[config.mk]
export PLATFORM = sky130hd
export DESIGN_NAME = hold_timer
export DESIGN_NICKNAME = d
export VERILOG_FILES = /design/src/rtl/comparator_checker_hold_timer.sv
export SDC_FILE = /design/constraint.sdc
export NUM_CORES = 1
export LEC_CHECK = 0
export ABC_CLOCK_PERIOD_IN_PS = 1900
export BUFFER_PORTS_ARGS = -buffer_cell sky130_fd_sc_hd__clkbuf_2
export CELL_PAD_IN_SITES_DETAIL_PLACEMENT = 1
export CELL_PAD_IN_SITES_GLOBAL_PLACEMENT = 1
export CORE_AREA = 2 2 39 41
export DETAILED_ROUTE_END_ITERATION = 10
export DIE_AREA = 0 0 41 43
export PLACE_DENSITY_LB_ADDON = 0.12
export SETUP_SLACK_MARGIN = 0.1
export SLEW_MARGIN = 20
export SYNTH_ARGS = -nofsm -noshare
export SYNTH_HDL_FRONTEND = slang
export SYNTH_SLANG_ARGS = --single-unit
[constraint.sdc]
create_clock -name clk -period 1.9 [get_ports clk]
set_input_delay 0.095 -clock clk [delete_from_list [all_inputs] [get_ports clk]]
set_output_delay 0.095 -clock clk [all_outputs]
set_load 0.02 [all_outputs]
[src/rtl/comparator_checker_hold_timer.sv]
// Hold-period timer: counts enabled cycles and pulses expire on the final
// cycle of each HOLD_CYCLES-long window, then restarts from zero.
module hold_timer #(
  parameter int HOLD_CYCLES = 20
) (
  input  logic clk,
  input  logic rst_n,
  input  logic clr,
  input  logic en,
  output logic expire
);

  localparam int CNT_W = (HOLD_CYCLES > 1) ? $clog2(HOLD_CYCLES) : 1;
  localparam logic [CNT_W-1:0] LAST = CNT_W'(HOLD_CYCLES - 1);

  logic [CNT_W-1:0] cnt_q, cnt_d;

  assign expire = en && (cnt_q == LAST);

  // Next count: clear wins, wrap on expiry, otherwise count while enabled.
  always_comb begin
    cnt_d = cnt_q;
    if (clr) begin
      cnt_d = '0;
    end else if (expire) begin
      cnt_d = '0;
    end else if (en) begin
      cnt_d = cnt_q + CNT_W'(1);
    end else begin
      cnt_d = cnt_q;
    end
  end

  // Count register.
  always_ff @(posedge clk or negedge rst_n) begin
    if (!rst_n) begin
      cnt_q <= '0;
    end else begin
      cnt_q <= cnt_d;
    end
  end

endmodule

==> results of run 1 <==
worst max-delay path: cells and delay by family (launching register included):
kind	cells	cell delay [ns]
DFF	1	0.37
and+or+nand+nor	2	0.39
adders and majority gates	1	0.17
buffers and inverters	1	0.22
what timing repair did:
action	in CTS	in global routing
endpoints found under the hold margin	5	0
setup endpoints to repair	0	0
hold buffers	1	0
per-layer routing:
metal,up-vias,track usage,share of wire
met5,-,0,0
met4,0,0.100,0.0085
met3,2,0.0157,0.046
met2,5,0.116,0.50
met1,107,0.138,0.45
li1,106,-,-
cell families after synthesis:
family / after synthesis / synth area share
muxes: 1 / 0.0370
adders and majority gates: 1 / 0.0463
DFF: 5 / 0.463
xor gates and xnor gates: 2 / 0.0648
and+or+nand+nor: 12 / 0.301
AOI/OAI and AO/OA: 4 / 0.0880
final timing paths:
path	slack, ns	end	cells past startpoint	startpoint
max	0.42	expire	4	cnt_q[0]$_DFFE_PN0P_
min	0.12	cnt_q[4]$_DFFE_PN0P_	2	clr
max reg2reg	0.69	cnt_q[4]$_DFFE_PN0P_	4	cnt_q[0]$_DFFE_PN0P_
min reg2reg	0.53	cnt_q[0]$_DFFE_PN0P_	2	cnt_q[0]$_DFFE_PN0P_
max in group asynchronous	1.56	cnt_q[0]$_DFFE_PN0P_	2	rst_n
min in group asynchronous	0.20	cnt_q[3]$_DFFE_PN0P_	2	rst_n
layout by cell type, fill, tap and decap left out:
master,instances
sky130_fd_sc_hd__nand4_1,1
sky130_fd_sc_hd__ha_1,1
sky130_fd_sc_hd__xor2_1,2
sky130_fd_sc_hd__a21oi_1,1
sky130_fd_sc_hd__dfrtp_1,5
sky130_fd_sc_hd__nand2_1,2
sky130_fd_sc_hd__o21ai_2,1
sky130_fd_sc_hd__nor3_1,1
sky130_fd_sc_hd__or3b_1,1
sky130_fd_sc_hd__and4b_2,1
sky130_fd_sc_hd__dlygate4sd3_1,1
sky130_fd_sc_hd__clkbuf_4,3
sky130_fd_sc_hd__nor2b_1,2
sky130_fd_sc_hd__clkbuf_1,1
sky130_fd_sc_hd__mux2i_1,1
sky130_fd_sc_hd__nor3b_4,1
sky130_fd_sc_hd__clkbuf_2,4
sky130_fd_sc_hd__o21ai_0,2
sky130_fd_sc_hd__nor2_1,3
layout make-up:
type,count,area [µm²],share of cell area
Clock buffer,4,26.3,0.0758
Multi-Input combinational cell,20,145,0.419
Sequential cell,5,125,0.361
Tap cell,16,20.0,0.0578
Timing Repair Buffer,5,30.0,0.0866
report_power, final:
group	switching, mW	total, mW	internal, mW	leakage [nW]
Combinational	0.0106	0.0195	0.00891	0.0750
Clock	0.0401	0.119	0.0792	0.0150
Sequential	0.00334	0.114	0.111	0.0684
metrics by stage:
stage	area [µm²]	util	hold slack [ns]	worst slack, ns
finish	347	0.250	0.119	0.415
global route	347	0.250	0.137	0.314
floorplan	270	-	-0.201	0.717
global placement	310	0.224	-0.0831	0.685
CTS	347	0.250	0.118	0.378
detailed placement	310	0.224	-0.0800	0.649
==> qor_table.md, run 1 <==
| Quantity | Value |
|---|---|
| Longest Clk Path Bufs | 2 |
| Remaining global-route overflow | 0 |
| Post-CTS sizing | 0 |
| Number of placed I/O pins | 5 |
| Final RePlAce weighted congestion | 0.616 |
| Critical Path Start Type | register |
| Horiz. Die Dim | 41 µm |
| Pwr/cell area | 729 mW/mm² |
| Cells after Synth | 25 |
| Largest register by flop count | cnt_q |
| Cell type contributing the most total cell area after synthesis | sky130_fd_sc_hd__dfrtp_1 |
| Number of iterations in the first detailed-routing pass | 2 |
| Num Clock Sinks | 5 |
| Seq cells post-synth | 5 |
| Distinct cells, synth | 15 |
| IO buf count | 4 |
| Most frequent cells after synthesis | sky130_fd_sc_hd__dfrtp_1, sky130_fd_sc_hd__nor2_1 |
| Crit Path Class | reg -> out |
| Detailed-route wire length | 590 µm |
| Insertion delay to the later sink of the worst-skew pair | 0.24 ns |
| Total number of yosys warnings | 0 |
| Global-route usage over all layers | 0.0980 |
| Largest net degree at the start of global routing | 7 |
| Post-synth EDFFs | 0 |
| Post-synthesis net count | 30 |
| Top flip-flop cell by instance count after synthesis | sky130_fd_sc_hd__dfrtp_1 |
| Cell-by-cell trace of the critical path | ha_1 > nand2_1 > nor3b_4 > clkbuf_2 |
| Number of post-CTS setup repair buffers | 0 |
| Accumulated negative setup slack | 0 ns |
| Number of global-route vias before repair | 231 |
| Kind of path behind the tightest hold check | in -> reg |
| Clock transition at path regs | 0.04 ns |
| Cell with the most instances after synthesis | sky130_fd_sc_hd__dfrtp_1 |
| Maximum fanout along the worst path | 4 |
| Cells taking the most area after synthesis | sky130_fd_sc_hd__dfrtp_1, sky130_fd_sc_hd__nor3b_4, sky130_fd_sc_hd__xor2_1, sky130_fd_sc_hd__ha_1, sky130_fd_sc_hd__nor2b_1 |
| Area grow syn2layout | 28.2% |
| Die footprint | 0.00176 mm² |
| Residual antenna-violating net count after detailed routing | 0 |
| Fraction of final layout cells with drive strength greater than 1 | 0.294 |
| Initial antenna violation count | 0 |
| Worst clock skew on the final layout | 0.00381 ns |
| Max reg flops | 5 |
| Drt drc | 0 |
| Async S/R FF share, synth | 1.00 |
| Total of max-cap violations | 0 |
| Post-synth top area share | 0.463 |
| Buffer type at the clock tree root | sky130_fd_sc_hd__clkbuf_4 |
| First-pass GRT wire length | 1060 µm |
| Cell Count Post-Placement | 45 |
| Initial DRC Count | 1 |
| Data arrival time of the critical path | 1.39 ns |
| Achievable frequency | 674 MHz |
| Core region area | 0.00138 mm² |
| Relative max-transition margin | 0.843 |
| DIE HEIGHT | 43 µm |
| CP Capture Type | primary output |
| CTS HTree Levels | 1 |
| Unrepaired setup endpoints after global routing | no |
| Top flop regs | cnt_q: 5 flops |
| Mapped cell area | 270 µm² |
| Total setup violations reported at the end of the flow | 0 |
| Required time of the critical path | 1.80 ns |
| Number of slew-limit violations in the final report | 0 |
| Crit share post-route | 0.781 |
| Run status | finished, final reports clean |
| Peak supply drop | 252 µV |
| Mean area per synthesized cell | 10.8 µm² |
| Starting Density | 0.195 |
| Fin cells | 50 |
| Vias after detailed routing | 220 |
| Post-route minimum period | 1.48 ns |
| CTS tree | done |
| Antenna Cells | 0 |
| Worst stage delay on the critical path | 0.37 ns |
| Power, Total | 0.253 mW |
| Post-detailed-placement half-perimeter wirelength | 470 µm |
| Number of hold violations in the final report | 0 |
| Leakage power | 0.158 nW |
| Vias per Instance | 4.40 |
| Pin slew with the least headroom to its limit | 0.235 ns |
| Final net count | 40 |
| Cts bufs inserted | 3 |
| Number of placement rows | 14 |
| Share of the yosys chip area belonging to registers | 0.463 |
| Wirelength per Cell | 11.8 µm |
| Critical-path cell with the highest stage delay | sky130_fd_sc_hd__dfrtp_1 |
| Fillers | 179 |
No activity file was read; power rests on OpenSTA's default activity.
==> run 2, diff against run 1 <==
Settings changed: ABC_AREA set to 1, ABC_CLOCK_PERIOD_IN_PS 1900 to 1190.
Clock period 1.9 ns to 1.19 ns, I/O delays scaled along.
==> run 2 against run 1 <==
  * Die area is the same
  * Sequential share of layout area shrank 8.1 points
  * Via count grew 39%
  * Highest routed layer unchanged
  * Non-clock buffer count grew 6
==> qor_table.md, run 2 <==
| Quantity | Value | Delta |
|---|---|---|
| Run status | finished, final reports clean | unchanged |
| Async S/R FF share, synth | 1.00 | unchanged |
| Maximum fanout along the worst path | 2 | was 4 |
| Vias per Instance | 4.30 | was 4.40 |
| Worst hold margin | 0.135 ns | was 0.119 ns |
| Achievable frequency | 854 MHz |  |
| Total net switching power | 0.0981 mW | was 0.0540 mW |
| Share of power burned in registers | 0.425 | was 0.451 |
| Cell-by-cell trace of the critical path | ha_2 > nand4_1 > inv_1 > clkbuf_8 | was ha_1 > nand2_1 > nor3b_4 > clkbuf_2 |
| Total of max-cap violations | 0 | unchanged |
| Critical Path Start Type | register | unchanged |
| Worst clock skew on the final layout | 0.00157 ns | was 0.00381 ns |
| Kind of path behind the tightest hold check | in -> reg | unchanged |
| Cells taking the most area after synthesis | sky130_fd_sc_hd__dfrtp_1, sky130_fd_sc_hd__nand2_1, sky130_fd_sc_hd__nand3_1, sky130_fd_sc_hd__nor2_1, sky130_fd_sc_hd__o21bai_1 | was sky130_fd_sc_hd__dfrtp_1, sky130_fd_sc_hd__nor3b_4, sky130_fd_sc_hd__xor2_1, sky130_fd_sc_hd__ha_1, sky130_fd_sc_hd__nor2b_1 |
| Buf/Inv on CP | 2 | was 1 |
| P_int | 0.328 mW | was 0.199 mW |
| Vias after detailed routing | 305 | was 220 |
| Antenna Cells | 0 | unchanged |
| Utilization after layout | 0.326 | was 0.250 |
| Horiz. Die Dim | 41 µm | unchanged |
| Post-synthesis net count | 45 | was 30 |
| End point of the worst hold path | cnt_q[1]$_DFFE_PN0P_ | was cnt_q[4]$_DFFE_PN0P_ |
| Core region area | 0.00138 mm² | unchanged |
| Die footprint | 0.00176 mm² | unchanged |
| Mean area per synthesized cell | 7.44 µm² | was 10.8 µm² |
| Peak supply drop | 489 µV | was 252 µV |
| DIE HEIGHT | 43 µm | unchanged |
| Mapped cell area | 298 µm² | was 270 µm² |
| CP top delay family | flip-flops | was simple AND/OR/NAND/NOR gates |
| Fraction of final layout cells with drive strength greater than 1 | 0.382 | was 0.294 |
| Worst hold path startpoint | clr | unchanged |
| Starting Density | 0.215 | was 0.195 |
| Wirelength per Cell | 11.8 µm | about the same |
| Required time of the critical path | 1.13 ns | was 1.80 ns |
| Power share of the clock group | 0.441 | was 0.472 |
| Adder-cell area share of the yosys netlist | 0.0420 | was 0.0463 |
| Most frequent cells after synthesis | sky130_fd_sc_hd__nand2_1, sky130_fd_sc_hd__nand3_1, sky130_fd_sc_hd__nor2_1, sky130_fd_sc_hd__dfrtp_1, sky130_fd_sc_hd__inv_1 | was sky130_fd_sc_hd__dfrtp_1, sky130_fd_sc_hd__nor2_1 |
| Area grow syn2layout | 51.7% | was 28.2% |
| Insertion delay to the later sink of the worst-skew pair | 0.23 ns | was 0.24 ns |
| Number of global-route vias before repair | 325 | was 231 |
| Crit share post-route | 0.984 |  |
| Final RePlAce weighted congestion | 0.670 | was 0.616 |
| Data arrival time of the critical path | 1.11 ns | was 1.39 ns |
| Fraction of synthesized area in multiplexers | 0 | was 0.0370 |
| Initial antenna violation count | 0 | unchanged |
| CP Capture Type | primary output | unchanged |
| Unrepaired setup endpoints after global routing | yes | was no |
| Global-route usage over all layers | 0.122 | was 0.0980 |
| Number of placed I/O pins | 5 | unchanged |
| Top flop regs | cnt_q: 5 flops | unchanged |
| Total number of yosys warnings | 0 | unchanged |
| First-pass GRT wire length | 1370 µm | was 1060 µm |
| Cts bufs inserted | 3 | unchanged |
| Number of iterations in the first detailed-routing pass | 2 | unchanged |
| Post-route minimum period | 1.17 ns |  |
| Power, Total | 0.426 mW | was 0.253 mW |
| Relative max-transition margin | 0.889 | was 0.843 |
| Drt drc | 0 | unchanged |
| Most used cells in the layout excluding fill and tap cells | sky130_fd_sc_hd__nand2_1, sky130_fd_sc_hd__nand3_1, sky130_fd_sc_hd__buf_4, sky130_fd_sc_hd__inv_1, sky130_fd_sc_hd__dfrtp_1 | was sky130_fd_sc_hd__dfrtp_1, sky130_fd_sc_hd__clkbuf_2, sky130_fd_sc_hd__nor2_1, sky130_fd_sc_hd__clkbuf_4 |
| FF-to-FF End | cnt_q[4]$_DFFE_PN0P_ | unchanged |
| Post-Synth Simple-Gate Area | 0.399 | was 0.301 |
| Reg2Reg Depth | 7 | was 4 |
| Count of cells along the worst hold path | 4 | was 2 |
| Largest family of logic cells by synthesized area | simple AND/OR/NAND/NOR gates | unchanged |
| Part of the total power dissipated in combinational logic | 0.133 | was 0.077 |
| Residual antenna-violating net count after detailed routing | 0 | unchanged |
| Total setup violations reported at the end of the flow | 0 | unchanged |
| Cells after Synth | 40 | was 25 |
| Longest Clk Path Bufs | 2 | unchanged |
| Worst reg2reg startpoint | cnt_q[1]$_DFFE_PN0P_ | was cnt_q[0]$_DFFE_PN0P_ |
| Num Clock Sinks | 5 | unchanged |
| Number of hold violations in the final report | 0 | unchanged |
| Leakage power | 0.208 nW | was 0.158 nW |
| Cell type contributing the most total cell area after synthesis | sky130_fd_sc_hd__dfrtp_1 | unchanged |
| Post-synth top area share | 0.420 | was 0.463 |
| Number of placement rows | 14 | unchanged |
| Detailed-route wire length | 839 µm | was 590 µm |
| Crit. Startpoint | cnt_q[0]$_DFFE_PN0P_ | unchanged |
| Initial DRC Count | 2 | was 1 |
| Final net count | 61 | was 40 |
| Buffer type at the clock tree root | sky130_fd_sc_hd__clkbuf_4 | unchanged |
| Post-synth EDFFs | 0 | unchanged |
| Switching part of the total power | 0.230 | was 0.214 |
| Number of slew-limit violations in the final report | 0 | unchanged |
| Compound-Gate Fraction of Synth Area | 0.0756 | was 0.0880 |
| Leading cell type in the layout, fill and taps excluded | sky130_fd_sc_hd__nand2_1 | was sky130_fd_sc_hd__dfrtp_1 |
| Pin slew with the least headroom to its limit | 0.166 ns | was 0.235 ns |
| Max reg flops | 5 | unchanged |
| Minimum setup slack among reg-to-reg paths | 0.10 ns | was 0.69 ns |
| Crit Path Class | reg -> out | unchanged |
| Fillers | 178 | was 179 |
| Largest register by flop count | cnt_q | unchanged |
| Share of the yosys chip area belonging to registers | 0.420 | was 0.463 |
| Pwr/cell area | 942 mW/mm² | was 729 mW/mm² |
| Seq cells post-synth | 5 | unchanged |
| CTS tree | done | unchanged |
| Remaining global-route overflow | 0 | unchanged |
| Distinct cells, synth | 10 | was 15 |
| Cell with the most instances after synthesis | sky130_fd_sc_hd__nand2_1 | was sky130_fd_sc_hd__dfrtp_1 |
| Post-detailed-placement half-perimeter wirelength | 564 µm | was 470 µm |
| Largest net degree at the start of global routing | 7 | unchanged |
| Critical-path cell with the highest stage delay | sky130_fd_sc_hd__dfrtp_1 | unchanged |
| Top flip-flop cell by instance count after synthesis | sky130_fd_sc_hd__dfrtp_1 | unchanged |
| Worst stage delay on the critical path | 0.38 ns | was 0.37 ns |
| Clock transition at path regs | 0.04 ns | about the same |
| IO buf count | 4 | unchanged |
| CTS HTree Levels | 1 | unchanged |
| Synth Area in XOR/XNOR | 0 | was 0.0648 |
run 2: cell count changes after synthesis, sizes merged, moves of 3 or more:
cell,delta
nor2,+4
nand2,+8
o21bai,+3
inv,+5
nand3,+7
o21ai,-3
run 2: what timing repair did:
item	4_1_cts	5_1_grt
endpoints found under the setup margin	4	5
pin swaps	4	2
buffers inserted	5	2
endpoints found under the hold margin	5	0
hold buffers	1	0
gates resized for setup	6	4
run 2: worst max path at each step:
stage                            to  depth (start not counted)
4_1_cts                      expire                          4
2_1_floorplan  cnt_q[4]$_DFFE_PN0P_                          6
5_1_grt                      expire                          4
3_3_place_gp   cnt_q[4]$_DFFE_PN0P_                          6
3_5_place_dp   cnt_q[4]$_DFFE_PN0P_                          4
6_report                     expire                          4
run 2: logic make-up after synthesis:
| family | Yosys count |
|---|---|
| compound gates | 3 |
| flops | 5 |
| simple gates | 26 |
| fa+ha+maj | 1 |
| buf+inv | 5 |
run 2: layout make-up:
cell class	instances	area (µm²)	area share
Multi-Input combinational cell	30	176	0.391
Sequential cell	5	126	0.280
Timing Repair Buffer	11	83.8	0.186
Clock buffer	4	26.3	0.0582
Tap cell	16	20.0	0.0443
Inverter	5	18.8	0.0416
run 2: stage by stage:
| stage | area (µm²) | instances | setup slack, ns | setup TNS [ns] |
|---|---|---|---|---|
| 3_5_place_dp | 338 | 60 | 0.0729 | 0 |
| 5_1_grt | 452 | 71 | -0.0621 | -0.0621 |
| 6_report | 452 | 71 | 0.0193 | 0 |
| 2_1_floorplan | 298 | 40 | 0.194 | 0 |
| 4_1_cts | 429 | 70 | 0.00264 | 0 |
| 3_3_place_gp | 338 | 60 | 0.0933 | 0 |
run 2: tightest hold or removal path: stages:
cell                       delay (ns)
sky130_fd_sc_hd__clkbuf_2        0.12
sky130_fd_sc_hd__nor2_4          0.06
sky130_fd_sc_hd__nand2_1         0.05
sky130_fd_sc_hd__nand2_1         0.04
run 2: routing by layer:
layer,vias to the layer above,wire length [µm],GRT usage
met1,141,307,0.138
met2,3,509,0.181
met3,2,13,0.0314
met5,-,0,0
li1,159,-,-
met4,0,8,0.100
run 2: power groups by stage:
stage / Clock, mW / Sequential (mW) / Combinational [mW]
floorplan: 0 / 0.184 / 0.0203
global placement: 0 / 0.186 / 0.0358
detailed placement: 0 / 0.186 / 0.0368
CTS: 0.199 / 0.182 / 0.0491
global route: 0.209 / 0.182 / 0.0634
finish: 0.188 / 0.181 / 0.0568
==> run 3, diff against run 2 <==
Settings changed: CELL_PAD_IN_SITES_DETAIL_PLACEMENT 1 to not set, CELL_PAD_IN_SITES_GLOBAL_PLACEMENT 1 to not set.
==> run 3 against run 2 <==
  * Routed wire length shrank 22%
  * Critical endpoint unchanged
  * Highest routed layer is now met3
  * Combinational power shrank 0.7%
  * Sequential power is essentially flat
  * Clock skew is essentially flat
  * Final cell count is the same
  * Die area is the same
  * Fmax grew 1.9%
  * Register-to-register slack is essentially flat
  * Largest cell class unchanged
  * Sequential share of layout area shrank 0.35 points
  * Critical path depth is the same
==> qor_table.md, run 3 (same netlist as run 2, synthesis figures left out) <==
| Quantity | Value | Delta |
|---|---|---|
| Run status | finished, final reports clean | unchanged |
| First-pass GRT wire length | 1060 µm | was 1370 µm |
| Cell Count Post-Placement | 60 | unchanged |
| Worst reg2reg startpoint | cnt_q[1]$_DFFE_PN0P_ | unchanged |
| Global-route usage over all layers | 0.0900 | was 0.122 |
| Top flop regs | cnt_q: 5 flops | unchanged |
| Critical Path Start Type | register | unchanged |
| Leading cell type in the layout, fill and taps excluded | sky130_fd_sc_hd__nand2_1 | unchanged |
| Pin slew with the least headroom to its limit | 0.161 ns | was 0.166 ns |
| Maximum fanout along the worst path | 2 | unchanged |
| Achievable frequency | 870 MHz | was 854 MHz |
| Met2 routing resource usage after global routing | 0.141 | was 0.181 |
| Data arrival time of the critical path | 1.09 ns | was 1.11 ns |
| Antenna Cells | 0 | unchanged |
| Largest net degree at the start of global routing | 7 | unchanged |
| Relative max-transition margin | 0.893 | was 0.889 |
| GR met3 Demand/Resource | 0.0157 | was 0.0314 |
| Remaining global-route overflow | 0 | unchanged |
| Leakage power | 0.211 nW | was 0.208 nW |
| Worst clock skew on the final layout | 0.00151 ns | was 0.00157 ns |
| Met1 track demand over resource | 0.0954 | was 0.138 |
| Worst hold path startpoint | clr | unchanged |
| Most used cells in the layout excluding fill and tap cells | sky130_fd_sc_hd__nand2_1, sky130_fd_sc_hd__nand3_1, sky130_fd_sc_hd__buf_4, sky130_fd_sc_hd__dfrtp_1, sky130_fd_sc_hd__nor2_1 | was sky130_fd_sc_hd__nand2_1, sky130_fd_sc_hd__nand3_1, sky130_fd_sc_hd__buf_4, sky130_fd_sc_hd__inv_1, sky130_fd_sc_hd__dfrtp_1 |
| CP Capture Type | primary output | unchanged |
| Max reg flops | 5 | unchanged |
| Number of global-route vias before repair | 296 | was 325 |
| DIE HEIGHT | 43 µm | unchanged |
| Required time of the critical path | 1.13 ns | about the same |
| Summed area of non-filler cells in the final layout | 453 µm² | was 452 µm² |
| Longest Clk Path Bufs | 2 | unchanged |
| IO buf count | 4 | unchanged |
| Number of placed I/O pins | 5 | unchanged |
| Power, Total | 0.428 mW | was 0.426 mW |
| Final RePlAce weighted congestion | 0.708 | was 0.670 |
| CTS tree | done | unchanged |
| Cts bufs inserted | 3 | unchanged |
| Crit Path Class | reg -> out | unchanged |
| Total setup violations reported at the end of the flow | 0 | unchanged |
| Initial antenna violation count | 0 | unchanged |
| Detailed-route wire length | 655 µm | was 839 µm |
| Clock transition at path regs | 0.04 ns | about the same |
| Insertion delay to the later sink of the worst-skew pair | 0.23 ns | about the same |
| Post-route minimum period | 1.15 ns | was 1.17 ns |
| Num Clock Sinks | 5 | unchanged |
| Crit share post-route | 0.966 | was 0.984 |
| Residual antenna-violating net count after detailed routing | 0 | unchanged |
| Vias after detailed routing | 307 | was 305 |
| Accumulated negative setup slack | 0 ns | unchanged |
| Crit. Startpoint | cnt_q[1]$_DFFE_PN0P_ | was cnt_q[0]$_DFFE_PN0P_ |
| Peak supply drop | 421 µV | was 489 µV |
| Buffer type at the clock tree root | sky130_fd_sc_hd__clkbuf_4 | unchanged |
| Vias per Instance | 4.32 | was 4.30 |
| Horiz. Die Dim | 41 µm | unchanged |
| Number of placement rows | 14 | unchanged |
| Starting Density | 0.215 | unchanged |
| Die footprint | 0.00176 mm² | unchanged |
| CTS HTree Levels | 1 | unchanged |
| Number of hold violations in the final report | 0 | unchanged |
| Area grow syn2layout | 52.1% | was 51.7% |
| Fin cells | 71 | unchanged |
| Number of slew-limit violations in the final report | 0 | unchanged |
| Drt drc | 0 | unchanged |
| Number of iterations in the first detailed-routing pass | 4 | was 2 |
| Pwr/cell area | 944 mW/mm² | was 942 mW/mm² |
| Core region area | 0.00138 mm² | unchanged |
| Top Usage Layer GRT | met2 | unchanged |
| Total cell area at the placement stage | 338 µm² | unchanged |
| Final net count | 61 | unchanged |
| Fraction of final layout cells with drive strength greater than 1 | 0.364 | was 0.382 |
| Post-detailed-placement half-perimeter wirelength | 462 µm | was 564 µm |
| Kind of path behind the tightest hold check | in -> reg | unchanged |
| Total of max-cap violations | 0 | unchanged |
| Largest register by flop count | cnt_q | unchanged |
| Wirelength per Cell | 9.23 µm | was 11.8 µm |
| Unrepaired setup endpoints after global routing | yes | unchanged |
| Initial DRC Count | 3 | was 2 |
## run 3: stage by stage
| stage | setup slack [ns] | hold WS (ns) | utilization |
|---|---|---|---|
| floorplan | 0.194 | -0.236 | - |
| global placement | 0.111 | -0.120 | 0.244 |
| detailed placement | 0.0909 | -0.121 | 0.244 |
| CTS | 0.0222 | 0.127 | 0.320 |
| global route | -0.0445 | 0.148 | 0.327 |
| finish | 0.0407 | 0.137 | 0.327 |
## run 3: area by class of cell
class	instances	area, µm²
clock buffer	4	26.3
fill	157	931
inverter	5	18.8
multi-input combinational	30	179
sequential	5	125
tap	16	20.0
timing repair buffer	11	83.8
## run 3: where the power goes
| group | total (mW) | switching (mW) | leakage [nW] | internal, mW |
|---|---|---|---|---|
| Sequential | 0.183 | 0.00640 | 0.0684 | 0.177 |
| Combinational | 0.0564 | 0.0306 | 0.127 | 0.0258 |
| Clock | 0.188 | 0.0616 | 0.0150 | 0.126 |
| Total | 0.428 | 0.0986 | 0.211 | 0.329 |
## run 3: path summary, 6_finish.rpt
kind | slack [ns] | to | cells past startpoint
min in group asynchronous | 0.17 | cnt_q[4]$_DFFE_PN0P_ | 2
hold / removal | 0.14 | cnt_q[1]$_DFFE_PN0P_ | 4
setup reg to reg | 0.10 | cnt_q[4]$_DFFE_PN0P_ | 6
hold reg to reg | 0.63 | cnt_q[4]$_DFFE_PN0P_ | 3
setup / recovery | 0.04 | expire | 4
max in group asynchronous | 0.89 | cnt_q[0]$_DFFE_PN0P_ | 2
## run 3: critical path, cell delays in order (launching register included)
cell and delay (ns):
sky130_fd_sc_hd__dfrtp_1 0.41, sky130_fd_sc_hd__ha_4 0.17, sky130_fd_sc_hd__nand4_1 0.08, sky130_fd_sc_hd__inv_1 0.05, sky130_fd_sc_hd__clkbuf_8 0.14
## run 3: repair_timing
action                     in CTS  in global routing
gates resized for setup         5                  4
hold endpoints to repair        5                  0
pin swaps                       2                  3
hold buffers                    1                  0
buffers inserted                6                  0
setup endpoints to repair       4                  4
## run 3: per-layer routing
metal	up-vias	routed length, µm	part of all wire
met5	-	0	0
met4	0	0	0
met3	0	11	0.017
met2	3	354	0.54
met1	142	290	0.44
li1	162	-	-
